`src/rtl/updown_load_counter.sv`:
```
// Loadable up/down counter with programmable modulus, wrap or saturate limit
// behaviour, terminal-count flag, and single-cycle wrap / load-clamp pulses.
module updown_load_counter #(
  parameter int WIDTH    = 8,
  parameter int MAX_VAL  = 2**WIDTH - 1,
  parameter bit SATURATE = 1'b0
) (
  input  logic             clk,
  input  logic             reset,
  input  logic             en_i,
  input  logic             load_i,
  input  logic [WIDTH-1:0] load_val_i,
  input  logic             up_dn_i,
  output logic [WIDTH-1:0] count_o,
  output logic             tc_o,
  output logic             wrap_o,
  output logic             load_err_o
);

  localparam logic [WIDTH-1:0] MAX_CNT = WIDTH'(MAX_VAL);
  localparam logic [WIDTH-1:0] ONE     = WIDTH'(1);

  logic [WIDTH-1:0] count_nxt;
  logic             wrap_nxt;
  logic             load_err_nxt;
  logic             at_max;
  logic             at_zero;

  assign at_max  = (count_o == MAX_CNT);
  assign at_zero = (count_o == '0);

  // Limits are set by MAX_CNT, so binary overflow never decides a wrap.
  always_comb begin
    count_nxt    = count_o;
    wrap_nxt     = 1'b0;
    load_err_nxt = 1'b0;
    if (load_i) begin
      if (load_val_i > MAX_CNT) begin
        count_nxt    = MAX_CNT;
        load_err_nxt = 1'b1;
      end else begin
        count_nxt = load_val_i;
      end
    end else if (en_i) begin
      if (up_dn_i) begin
        if (!at_max) begin
          count_nxt = count_o + ONE;
        end else if (!SATURATE) begin
          count_nxt = '0;
          wrap_nxt  = 1'b1;
        end
      end else begin
        if (!at_zero) begin
          count_nxt = count_o - ONE;
        end else if (!SATURATE) begin
          count_nxt = MAX_CNT;
          wrap_nxt  = 1'b1;
        end
      end
    end
  end

  always_ff @(posedge clk or posedge reset) begin
    if (reset) begin
      count_o    <= '0;
      wrap_o     <= 1'b0;
      load_err_o <= 1'b0;
    end else begin
      count_o    <= count_nxt;
      wrap_o     <= wrap_nxt;
      load_err_o <= load_err_nxt;
    end
  end

  assign tc_o = up_dn_i ? at_max : at_zero;

endmodule
```
`config.mk`:
```
export PLATFORM = sky130hd
export DESIGN_NAME = updown_load_counter
export DESIGN_NICKNAME = d
export VERILOG_FILES = /design/src/rtl/updown_load_counter.sv
export SDC_FILE = /design/constraint.sdc
export NUM_CORES = 1
export LEC_CHECK = 0
export BUFFER_PORTS_ARGS = -buffer_cell sky130_fd_sc_hd__clkbuf_2
export CAP_MARGIN = 20
export CORE_MARGIN = 10
export CORE_UTILIZATION = 35
export CTS_CLUSTER_SIZE = 12
export DETAILED_ROUTE_END_ITERATION = 8
export SLEW_MARGIN = 20
export SYNTH_ARGS = -nofsm -noshare
export SYNTH_HDL_FRONTEND = slang
export SYNTH_SLANG_ARGS = --single-unit
```
`constraint.sdc`:
```
create_clock -name clk -period 2.7 [get_ports clk]
set_clock_uncertainty 0.15 [all_clocks]
set_input_delay 0.135 -clock clk [delete_from_list [all_inputs] [get_ports clk]]
set_output_delay 0.135 -clock clk [all_outputs]
set_load 0.05 [all_outputs]
```
After elaboration in Yosys (flattened, before gate mapping)
Cells that the tools add are included.
- $add $sub $neg: 2
- multipliers: 0
- div/mod/pow operators: 0
- order comparisons: 1
- equality and inequality tests: 1
- shifts and indexed selects: 0
- mux-type cells: 14
- bitwise gates (word level): 0
- reductions and logical operators: 2
- operators with widths (operator ; number):
    $mux 8 ; 6
    $add 8x1->8 const B ; 1
    $eq 8x8->1 const B ; 1
    $gt 8x8->1 const B ; 1
    $logic_not 8->1 ; 1
    $mux 1 ; 8
    $sub 8x1->8 const B ; 1
    $reduce_bool 2->1 ; 1
- register bits after elaboration: 10
- latch bits: 0
- RAM bits: 0
- bits in read-only memories: 0
- bits of input ports: 13
- output and inout bits: 11
- logic and storage cells: 23
- memories kept: 0

Depth between registers and ports, before layout
Gate-level depths: netlist of run 1.
- depth after elaboration: 5
- depth in mapped cells: 7

Least setup slack after synthesis of run 1
No wires, ideal clock.
- kind: register -> output
- start: reg count_o[0]
- end: out tc_o
- arrival time: 1812 ps
- data required time: 2415 ps
- setup slack: 603 ps
- cell stages (with the launch flop): 6
- path buffers: 0
- cell sequence: dfrtp_1 > inv_1 > ha_1 > nor4b_4 > nand3_1 > nand2_1
- cells in the longest elaborated chain, start to end: 2
- elaborated cells on any way between the ends: 3
- those cells by class: eq/ne: 1; mux: 1; reduce/logical: 1
- ends and longest elaborated chain (item ; line ; source):
    from (decl) ; 14 ; output logic [WIDTH-1:0] count_o,
    from (signal assigned) ; 69 ; count_o <= count_nxt;
    $eq 8x8->1 / $logic_not 8->1 (equally long branches) ; 29, 30 ;
    $mux 1 * ; 75 ; assign tc_o = up_dn_i ? at_max : at_zero;
    to (decl) ; 15 ; output logic tc_o,
Mark *: on every way between the ends. The rest lies on a longest branch, timed or not.

Worst setup path after layout of run 1
Same ends and word-level chain as after synthesis.

==> results of run 1 <==
through the flow:
stage | setup WS [ps] | instance area, um^2 | total power, mW | utilization, % | hold WS, ps
2_1_floorplan | 603 | 900 | 0.353 | - | -187
3_3_place_gp | 790 | 982 | 0.392 | 40.0 | -41.1
3_5_place_dp | 690 | 982 | 0.393 | 40.0 | -33.3
4_1_cts | 372 | 1100 | 0.515 | 44.8 | 113
5_1_grt | 215 | 1100 | 0.545 | 44.8 | 152
6_report | 351 | 1100 | 0.515 | 44.8 | 108
cell families after synthesis:
family / Yosys count / share of synthesized area, %
buffers and inverters: 15 / 10.2
flip-flops: 9 / 25.0
other: 1 / 0.417
adder cells (fa/ha/maj): 3 / 4.17
AO/OA/AOI/OAI: 38 / 28.4
AND/OR/NAND/NOR: 47 / 27.7
XOR/XNOR: 3 / 2.92
multiplexers: 1 / 1.25
worst max-delay path by stage:
stage / end / slack (ps)
2_1_floorplan: tc_o / 600
3_3_place_gp: tc_o / 790
3_5_place_dp: tc_o / 690
4_1_cts: tc_o / 370
5_1_grt: tc_o / 210
6_report: tc_o / 350
routing by layer:
layer | vias to the layer above | global-route usage [%]
met5 | - | 0
met4 | 0 | 4.95
met3 | 5 | 1.67
met2 | 42 | 17.2
met1 | 457 | 12.9
li1 | 481 | -
critical path: stages, from the launching register on:
cell and delay (ps):
sky130_fd_sc_hd__dfrtp_1 460, sky130_fd_sc_hd__inv_1 200, sky130_fd_sc_hd__ha_1 200, sky130_fd_sc_hd__nor4b_4 330, sky130_fd_sc_hd__nand3_1 220, sky130_fd_sc_hd__nand2_1 100, sky130_fd_sc_hd__clkbuf_2 270
synthesized netlist by cell type (3+ instances only):
cell type and number:
sky130_fd_sc_hd__dfrtp_1 9, sky130_fd_sc_hd__inv_1 5, sky130_fd_sc_hd__nand3_1 5, sky130_fd_sc_hd__o21ai_0 7, sky130_fd_sc_hd__and3_1 3, sky130_fd_sc_hd__nand2_1 15
sky130_fd_sc_hd__a31oi_1 3, sky130_fd_sc_hd__a21oi_1 11, sky130_fd_sc_hd__nor3_1 5, sky130_fd_sc_hd__ha_1 3, sky130_fd_sc_hd__buf_4 3, sky130_fd_sc_hd__buf_6 3
sky130_fd_sc_hd__nor2_1 10
what timing repair did:
action	4_1_cts	5_1_grt
hold endpoints to repair	17	0
hold buffers	9	0
resized for setup	0	0
power by group through the flow:
stage	Clock, mW	Combinational [mW]	Sequential, mW
2_1_floorplan	0	0.131	0.222
3_3_place_gp	0	0.200	0.192
3_5_place_dp	0	0.201	0.192
4_1_cts	0.114	0.212	0.189
5_1_grt	0.121	0.230	0.193
6_report	0.113	0.211	0.191
state kept, by name, indices dropped and copies added (netlist names):
register  flops
wrap_o        1
count_o       8
final cells by class:
class / count / area [um^2] / share of cell area (%)
timing repair buffer: 31 / 200 / 18.2
tap: 30 / 37.5 / 3.42
inverter: 7 / 26.3 / 2.39
multi-input combinational: 93 / 583 / 53.1
sequential: 9 / 225 / 20.5
clock buffer: 4 / 26.3 / 2.39
==> implementation parameters, run 1 <==
Parameter                              Value

Yosys
  FFs w/ async S/R, synth ... 100%
  Share of the synthesized area in the top cell type ... 25.0%
  Synth Register Bits ... 9
  Ys flop type ... sky130_fd_sc_hd__dfrtp_1
  Synthesis Warnings ... 0
  Unique masters post-synth ... 43
  Post-synthesis cell count ... 117
  Most area-consuming cells after synthesis ... sky130_fd_sc_hd__dfrtp_1 (25%), sky130_fd_sc_hd__nand2_1 (6.3%), sky130_fd_sc_hd__a21oi_1 (6.1%)
  Cell area after synthesis ... ~900 um^2
  Number of enable-type register cells in the synthesized netlist ... 0
  Synthesized area per cell ... 7.69 um^2
  Share of the yosys chip area belonging to registers ... 25.0%
  Synthesized netlist net count ... 133
  Largest area contributor in the synthesized netlist ... sky130_fd_sc_hd__dfrtp_1

Clocking
  Number of setup buffers added after CTS ... 0
  Num CTS Buffers ... 3
  Number of sinks on the clock net ... 9
  H-tree depth reported by CTS ... 1
  TritonCTS clock tree ... done
  Clock transition time at the flip-flop clock pins of the worst setup and hold paths ... around 60 ps
  Cell at the root of the clock tree ... sky130_fd_sc_hd__clkbuf_4
  Maximum clock insertion buffer count ... 2
  Clock latency of the later-clocked register in the worst-skew pair ... 280 ps

Worst hold path
  Hold WC Path Type ... in -> reg
  Startpoint of the most critical hold path ... load_i
  Worst hold path stage count ... 3
  Endpoint of the worst hold path ... count_o[2]$_DFFE_PP0P_

Route
  First-pass iteration count of the detailed router ... 4
  Initial DRC Count ... 40
  Post-detailed-route DRC marker count ... 0
  Residual antenna-violating net count after detailed routing ... 0
  Highest routed layer ... met4
  Met3 WL post-DR ... 154 um
  Amount of wire on met2 after detailed routing ... 1270 um
  DR WL/cell ... 15.1 um
  Vias after detailed routing ... 985
  M1 wire length ... 1170 um
  Total wire length after detailed routing ... 2630 um
  Routed vias/inst ... 5.66

Critical path
  Element type at the critical path end ... primary output
  Required time at the endpoint of the critical path ... roughly 2400 ps
  Category of the worst setup path launch point ... flop
  FF-to-FF End ... count_o[3]$_DFFE_PP0P_
  Maximum fanout along the worst path ... 8
  Setup slack, reg-to-reg ... about 710 ps
  Source of the critical timing path ... count_o[0]$_DFFE_PP0P_
  Worst EP arrival ... 2060 ps
  Startpoint of the lowest-slack register-to-register path ... count_o[0]$_DFFE_PP0P_
  Number of cells traversed by the worst register-to-register path ... 7
  Critical path type ... reg -> out

Floorplanning
  Effective utilization at floorplan ... 36.6%
  Die area ... between 4000 and 5000 um^2
  Floorplan Core Area ... 2450 um^2
  Die X-Extent ... 70.7 um
  I/O pins ... 24
  Row count ... 18
  Floorplan die height ... 70.7 um

Layout
  Fillcell total ... ~240
  Most common cell after layout, fill and taps aside ... sky130_fd_sc_hd__clkbuf_2
  Commonest non-fill, non-tap cells in the layout ... sky130_fd_sc_hd__clkbuf_2 (22), sky130_fd_sc_hd__nand2_1 (15), sky130_fd_sc_hd__a21oi_1 (11)
  Number of antenna repair diodes ... 0
  Final cell count without fillers ... around 170
  Layout cells sized above 1 ... 22.2%
  Total Nets Final ... 161
  Area Growth Syn to Fin ... 22.1%

GRT
  Pin count of the biggest net entering global routing ... 15
  Via count of the first global-routing pass ... 981
  Total global-route track usage ... 10.5%
  Global route overflow ... 0
  Global-route wire length before repair ... 4510 um
  Antenna violations before repair ... 0

Pwr
  Power per Cell Area ... 468 nW/um^2
  Fraction of power consumed by the clock network ... between 20% and 30%
  Switching power as a share of total power ... 45.0%
  Internal power of the cells ... 0.283 mW
  Combinational Power Share ... 41.0%
  Worst vdd rail ir drop ... 0.317 mV
  Register share of total power ... 37.1%
  Leakage dissipation ... 0.488 nW
  Switching pwr ... 0.232 mW

STA
  Final setup viols ... 0
  Minimum clock period ... 2350 ps
  Final count of pins violating max slew ... 0
  Post-route fraction of the period consumed by the critical path ... between 80% and 90%
  Setup TNS ... 0 ps
  RSZ-0062 raised after global routing ... false
  Final hold violation count ... 0
  F_max ... 0.426 GHz

Place
  Final weighted congestion in routability-driven placement ... a little over 0.9
  Port buffer count ... 22
  HPWL Detailed ... 1940 um
  Instance count after placement with tap cells included ... between 150 and 200

Outcome
  Run status ... complete, no violations

Flow run
  Max-cap violations ... 0
Power figures use the tool's default switching activity.
==> run 2, diff against run 1 <==
--- a/config.mk
+++ b/config.mk
@@ -5,12 +5,14 @@
 export SDC_FILE = /design/constraint.sdc
 export NUM_CORES = 1
 export LEC_CHECK = 0
+export ABC_CLOCK_PERIOD_IN_PS = 2700
 export BUFFER_PORTS_ARGS = -buffer_cell sky130_fd_sc_hd__clkbuf_2
 export CAP_MARGIN = 20
 export CORE_MARGIN = 10
 export CORE_UTILIZATION = 35
 export CTS_CLUSTER_SIZE = 12
 export DETAILED_ROUTE_END_ITERATION = 8
+export REMOVE_ABC_BUFFERS = 1
 export SLEW_MARGIN = 20
 export SYNTH_ARGS = -nofsm -noshare
 export SYNTH_HDL_FRONTEND = slang
==> implementation parameters, run 2 (same netlist as run 1, synthesis figures left out) <==
Parameter                              Value

Outcome
  Run status ... complete, no violations

Floorplanning
  Floorplan die height ... 70.7 um (unchanged)
  I/O pins ... 24 (unchanged)
  Die area ... 5000 um^2 (unchanged)
  Floorplan Core Area ... 2450 um^2 (unchanged)
  Effective utilization at floorplan ... 36.6% (unchanged)
  Row count ... 18 (unchanged)
  Die X-Extent ... 70.7 um (unchanged)

GRT
  Via count of the first global-routing pass ... 978 (-0.31%)
  Met2 usage in global routing ... 17.9% (+0.69 points)
  Antenna violations before repair ... 0 (unchanged)
  Global-route wire length before repair ... 4660 um (+3.4%)
  Met1 GRT Util ... 13.5% (+0.65 points)
  Most congested layer reported by global routing ... met2
  Met3 track utilization from global routing ... 2.51% (+0.84 points)
  Total global-route track usage ... 10.8% (+0.37 points)
  Global route overflow ... 0 (unchanged)
  Pin count of the biggest net entering global routing ... 15 (unchanged)

Route
  Initial DRC Count ... 27 (-33%)
  Vias after detailed routing ... 981 (-0.41%)
  Routed vias/inst ... 5.67 (+0.17%)
  First-pass iteration count of the detailed router ... 4 (unchanged)
  Post-detailed-route DRC marker count ... 0 (unchanged)
  DR WL/cell ... 15.6 um (+3.3%)
  Residual antenna-violating net count after detailed routing ... 0 (unchanged)
  Total wire length after detailed routing ... 2700 um (+2.7%)

Critical path
  Category of the worst setup path launch point ... flop
  Element type at the critical path end ... primary output
  Worst EP arrival ... 2010 ps (-50 ps)
  Maximum fanout along the worst path ... 8 (unchanged)
  Critical path type ... reg -> out
  Required time at the endpoint of the critical path ... 2410 ps (about the same)

Layout
  Top flop regs ... count_o: 8 flops, wrap_o: 1 flops
  Register containing the most flip-flops in the final layout ... count_o
  Flip-flop count of the largest register after layout ... 8 (unchanged)
  Area Growth Syn to Fin ... 21.0%
  Layout cells sized above 1 ... 22.4% (+0.16 points)
  Final core utilization ... 44.3% (-0.41 points)
  Fillcell total ... 241 (-0.41%)
  Most common cell after layout, fill and taps aside ... sky130_fd_sc_hd__clkbuf_2
  Commonest non-fill, non-tap cells in the layout ... sky130_fd_sc_hd__clkbuf_2 (22), sky130_fd_sc_hd__nand2_1 (15), sky130_fd_sc_hd__a21oi_1 (11)
  Total area of multi-input combinational cells ... 583 um^2 (unchanged)
  Total Nets Final ... 160 (-0.62%)
  Number of antenna repair diodes ... 0 (unchanged)
  Combined flip-flop and latch cell area ... 225 um^2 (unchanged)
  Summed area of non-filler cells in the final layout ... 1090 um^2 (-0.91%)

Clocking
  Num CTS Buffers ... 3 (unchanged)
  TritonCTS clock tree ... done
  Cell at the root of the clock tree ... sky130_fd_sc_hd__clkbuf_4
  Clock latency of the later-clocked register in the worst-skew pair ... 270 ps (about the same)
  Number of sinks on the clock net ... 9 (unchanged)
  H-tree depth reported by CTS ... 1 (unchanged)
  Count of instances resized after the clock tree is built ... 0 (unchanged)
  Maximum clock insertion buffer count ... 2 (unchanged)
  Clock transition time at the flip-flop clock pins of the worst setup and hold paths ... 70 ps (about the same)

STA
  Minimum clock period ... 2300 ps (-52.2 ps)
  Final count of pins violating max slew ... 0 (unchanged)
  Final setup viols ... 0 (unchanged)
  F_max ... 0.435 GHz (+2.3%)
  RSZ-0062 raised after global routing ... false
  Post-route fraction of the period consumed by the critical path ... 85.1% (-1.9 points)
  Final hold violation count ... 0 (unchanged)
  Setup TNS ... 0 ps (unchanged)

Pwr
  Power per Cell Area ... 467 nW/um^2 (-0.35%)
  Worst vdd rail ir drop ... 0.260 mV (-18%)
  Leakage dissipation ... 0.484 nW (-0.86%)
  Overall power ... 0.508 mW (-1.3%)

Place
  Port buffer count ... 22 (unchanged)
  HPWL Detailed ... 1960 um (+0.85%)
  Post-Place Cell Area ... 982 um^2 (unchanged)
  Final weighted congestion in routability-driven placement ... 0.934 (+1.9%)

Flow run
  Max-cap violations ... 0 (unchanged)

Worst hold path
  Hold WC Path Type ... in -> reg
-- run 2: cell types whose count changed in the layout (fill, tap and decap cells not counted), sizes merged --
| cell | before | now |
|---|---|---|
| dlygate4sd3 | 9 | 8 |
-- run 2: timing repair --
item,in CTS,in global routing
hold buffers,8,0
hold endpoints to repair,16,0
buffers inserted,0,0
-- run 2: worst paths after layout --
check	from	to	slack, ps	depth (start not counted)
setup / recovery	count_o[0]$_DFFE_PP0P_	tc_o	400	6
hold / removal	load_val_i[7]	count_o[7]$_DFFE_PP0P_	30	3
setup reg to reg	count_o[0]$_DFFE_PP0P_	count_o[7]$_DFFE_PP0P_	710	7
hold reg to reg	count_o[1]$_DFFE_PP0P_	count_o[1]$_DFFE_PP0P_	580	2
max in group asynchronous	reset	count_o[3]$_DFFE_PP0P_	1880	3
min in group asynchronous	reset	count_o[2]$_DFFE_PP0P_	230	3
-- run 2: layout make-up --
cell class                      instances  area share [%]
Tap cell                               30            3.45
Timing Repair Buffer                   30            17.5
Multi-Input combinational cell         93            53.6
Inverter                                7            2.41
Clock buffer                            4            2.41
Sequential cell                         9            20.7
-- run 2: critical path, cell delays in order, from the launching register on --
cell,delay (ps)
sky130_fd_sc_hd__dfrtp_1,450
sky130_fd_sc_hd__inv_1,190
sky130_fd_sc_hd__ha_1,190
sky130_fd_sc_hd__nor4b_4,300
sky130_fd_sc_hd__nand3_1,230
sky130_fd_sc_hd__nand2_1,100
sky130_fd_sc_hd__clkbuf_2,270
-- run 2: per-layer routing --
metal / part of all wire [%] / up-vias
met1: 41 / 452
li1: - / 482
met5: 0 / -
met4: 1.6 / 0
met3: 7.1 / 6
met2: 50 / 41
-- run 2: power by group --
part | switching, mW | internal, mW | leakage, nW | total [mW]
clock network | 0.0489 | 0.0570 | 0.0150 | 0.106
registers | 0.0424 | 0.149 | 0.109 | 0.191
logic | 0.135 | 0.0759 | 0.360 | 0.211
-- run 2: stage by stage --
stage / worst slack [ps] / instances / hold slack (ps)
5_1_grt: 273 / 173 / 37.4
4_1_cts: 396 / 173 / 32.0
3_3_place_gp: 787 / 161 / -46.9
2_1_floorplan: 603 / 109 / -187
3_5_place_dp: 696 / 161 / -37.6
6_report: 403 / 173 / 31.0
==> run 3, diff against run 2 <==
--- a/config.mk
+++ b/config.mk
@@ -9,9 +9,10 @@
 export BUFFER_PORTS_ARGS = -buffer_cell sky130_fd_sc_hd__clkbuf_2
 export CAP_MARGIN = 20
 export CORE_MARGIN = 10
-export CORE_UTILIZATION = 35
+export CORE_UTILIZATION = 50
 export CTS_CLUSTER_SIZE = 12
 export DETAILED_ROUTE_END_ITERATION = 8
+export PLACE_DENSITY = 0.76
 export REMOVE_ABC_BUFFERS = 1
 export SLEW_MARGIN = 20
 export SYNTH_ARGS = -nofsm -noshare
==> implementation parameters, run 3 (same netlist as run 1, synthesis figures left out) <==
Parameter                              Value

Worst hold path
  Startpoint of the most critical hold path ... load_val_i[7]
  Endpoint of the worst hold path ... count_o[7]$_DFFE_PP0P_
  Hold WC Path Type ... in -> reg
  Worst hold path stage count ... 3 (unchanged)

Floorplanning
  Floorplan Core Area ... 1710 um^2 (-30%)
  I/O pins ... 24 (unchanged)
  Die X-Extent ... 62.4 um (-12%)
  Row count ... 15 (-3)
  Floorplan die height ... 62.4 um (-12%)
  Effective utilization at floorplan ... 52.7% (+16 points)
  Die area ... 3900 um^2 (-22%)

Layout
  Total Nets Final ... 160 (unchanged)
  Number of antenna repair diodes ... 0 (unchanged)
  Combined flip-flop and latch cell area ... 225 um^2 (unchanged)
  Layout cells sized above 1 ... 22.4% (unchanged)
  Fillcell total ... 155 (-36%)
  Most common cell after layout, fill and taps aside ... sky130_fd_sc_hd__clkbuf_2
  Final cell count without fillers ... 168 (-2.9%)
  Total area of multi-input combinational cells ... 583 um^2 (unchanged)
  Commonest non-fill, non-tap cells in the layout ... sky130_fd_sc_hd__clkbuf_2 (22), sky130_fd_sc_hd__nand2_1 (15), sky130_fd_sc_hd__a21oi_1 (11)
  Area Growth Syn to Fin ... 20.3%
  Register containing the most flip-flops in the final layout ... count_o
  Top flop regs ... count_o: 8 flops, wrap_o: 1 flops
  Flip-flop count of the largest register after layout ... 8 (unchanged)

Clocking
  H-tree depth reported by CTS ... 1 (unchanged)
  Cell at the root of the clock tree ... sky130_fd_sc_hd__clkbuf_4
  Num CTS Buffers ... 3 (unchanged)
  Clock transition time at the flip-flop clock pins of the worst setup and hold paths ... 70 ps (about the same)
  Count of instances resized after the clock tree is built ... 0 (unchanged)
  Maximum clock insertion buffer count ... 2 (unchanged)
  Clock latency of the later-clocked register in the worst-skew pair ... 260 ps (about the same)
  Number of setup buffers added after CTS ... 0 (unchanged)
  Number of sinks on the clock net ... 9 (unchanged)
  TritonCTS clock tree ... done

STA
  Post-route fraction of the period consumed by the critical path ... 86.1% (+1.1 points)
  Final hold violation count ... 0 (unchanged)
  Final count of pins violating max slew ... 0 (unchanged)
  Final setup viols ... 0 (unchanged)
  RSZ-0062 raised after global routing ... false
  Worst slack on hold paths ... 6.49 ps (-24.6 ps)
  Minimum clock period ... 2330 ps (+28.5 ps)
  Setup TNS ... 0 ps (unchanged)
  F_max ... 0.430 GHz (-1.2%)

Route
  Post-detailed-route DRC marker count ... 0 (unchanged)
  Total wire length after detailed routing ... 2630 um (-2.6%)
  DR WL/cell ... 15.7 um (+0.34%)
  Vias after detailed routing ... 1014 (+3.4%)
  Residual antenna-violating net count after detailed routing ... 0 (unchanged)
  First-pass iteration count of the detailed router ... 4 (unchanged)
  Routed vias/inst ... 6.04 (+6.4%)
  Initial DRC Count ... 62 (+130%)

Critical path
  Number of cells traversed by the worst register-to-register path ... 7 (unchanged)
  Maximum fanout along the worst path ... 8 (unchanged)
  FF-to-FF End ... count_o[7]$_DFFE_PP0P_
  Setup slack, reg-to-reg ... 700 ps (about the same)
  Required time at the endpoint of the critical path ... 2410 ps (about the same)
  Startpoint of the lowest-slack register-to-register path ... count_o[0]$_DFFE_PP0P_
  Element type at the critical path end ... primary output
  Category of the worst setup path launch point ... flop
  Worst EP arrival ... 2040 ps (+30 ps)
  Critical path type ... reg -> out

Pwr
  Leakage dissipation ... 0.484 nW (unchanged)
  Worst vdd rail ir drop ... 0.362 mV (+40%)
  Switching power as a share of total power ... 44.9% (+0.35 points)
  Internal power of the cells ... 0.282 mW (about the same)
  Register share of total power ... 37.3% (-0.3 points)
  Fraction of power consumed by the clock network ... 21.2% (+0.4 points)
  Combinational Power Share ... 41.4% (-0.2 points)
  Switching pwr ... 0.230 mW (+1.5%)
  Overall power ... 0.512 mW (+0.68%)
  Power per Cell Area ... 473 nW/um^2 (+1.3%)

GRT
  Via count of the first global-routing pass ... 932 (-4.7%)
  Pin count of the biggest net entering global routing ... 15 (unchanged)
  Global-route wire length before repair ... 4530 um (-2.7%)
  Global route overflow ... 0 (unchanged)
  Antenna violations before repair ... 0 (unchanged)
  Total global-route track usage ... 13.4% (+2.6 points)

Place
  Final weighted congestion in routability-driven placement ... 0.942 (+0.85%)
  Instance count after placement with tap cells included ... 156 (-3.1%)
  Port buffer count ... 22 (unchanged)
  HPWL Detailed ... 1910 um (-2.6%)

Flow run
  Max-cap violations ... 0 (unchanged)

Outcome
  Run status ... complete, no violations
run 3: routing by layer:
metal | global-route usage [%] | wire (um)
met4 | 3.35 | 29
met5 | 0 | 0
met1 | 18.4 | 1110
met3 | 3.23 | 279
met2 | 20.4 | 1210
run 3: area by class of cell:
type	count	area share, %
multi-input combinational	93	53.9
sequential	9	20.8
timing repair buffer	30	17.6
tap	25	2.89
clock buffer	4	2.43
inverter	7	2.43
run 3: worst max-delay path, cell delays in order (launching register included):
cell and delay, ps:
sky130_fd_sc_hd__dfrtp_1 460, sky130_fd_sc_hd__inv_1 210, sky130_fd_sc_hd__ha_1 190, sky130_fd_sc_hd__nor4b_4 310, sky130_fd_sc_hd__nand3_1 230, sky130_fd_sc_hd__nand2_1 100, sky130_fd_sc_hd__clkbuf_2 270
run 3: power by group through the flow:
stage	sequential (mW)	combinational (mW)	clock (mW)
6_report	0.191	0.212	0.109
3_5_place_dp	0.192	0.201	0
3_3_place_gp	0.191	0.198	0
4_1_cts	0.189	0.211	0.109
5_1_grt	0.196	0.232	0.114
2_1_floorplan	0.233	0.0988	0
run 3: worst max-delay path by stage:
stage                            from   end  slack [ps]  cells past startpoint
6_report       count_o[0]$_DFFE_PP0P_  tc_o         370                      6
4_1_cts        count_o[0]$_DFFE_PP0P_  tc_o         390                      6
3_3_place_gp   count_o[0]$_DFFE_PP0P_  tc_o         780                      6
5_1_grt        count_o[0]$_DFFE_PP0P_  tc_o         270                      6
3_5_place_dp   count_o[0]$_DFFE_PP0P_  tc_o         710                      6
2_1_floorplan  count_o[0]$_DFFE_PP0P_  tc_o         600                      5
run 3: through the flow:
step                      setup WS [ps]  util, %  instance area (um^2)
final                               374     63.4                  1080
after global routing                265     63.4                  1080
after CTS                           393     63.4                  1080
after detailed placement            711     57.1                   976
after global placement              784     57.1                   976
after floorplan                     603        -                   835
run 3: repair_timing:
item,4_1_cts,5_1_grt
endpoints found under the setup margin,0,0
endpoints found under the hold margin,16,0
hold buffers,8,0
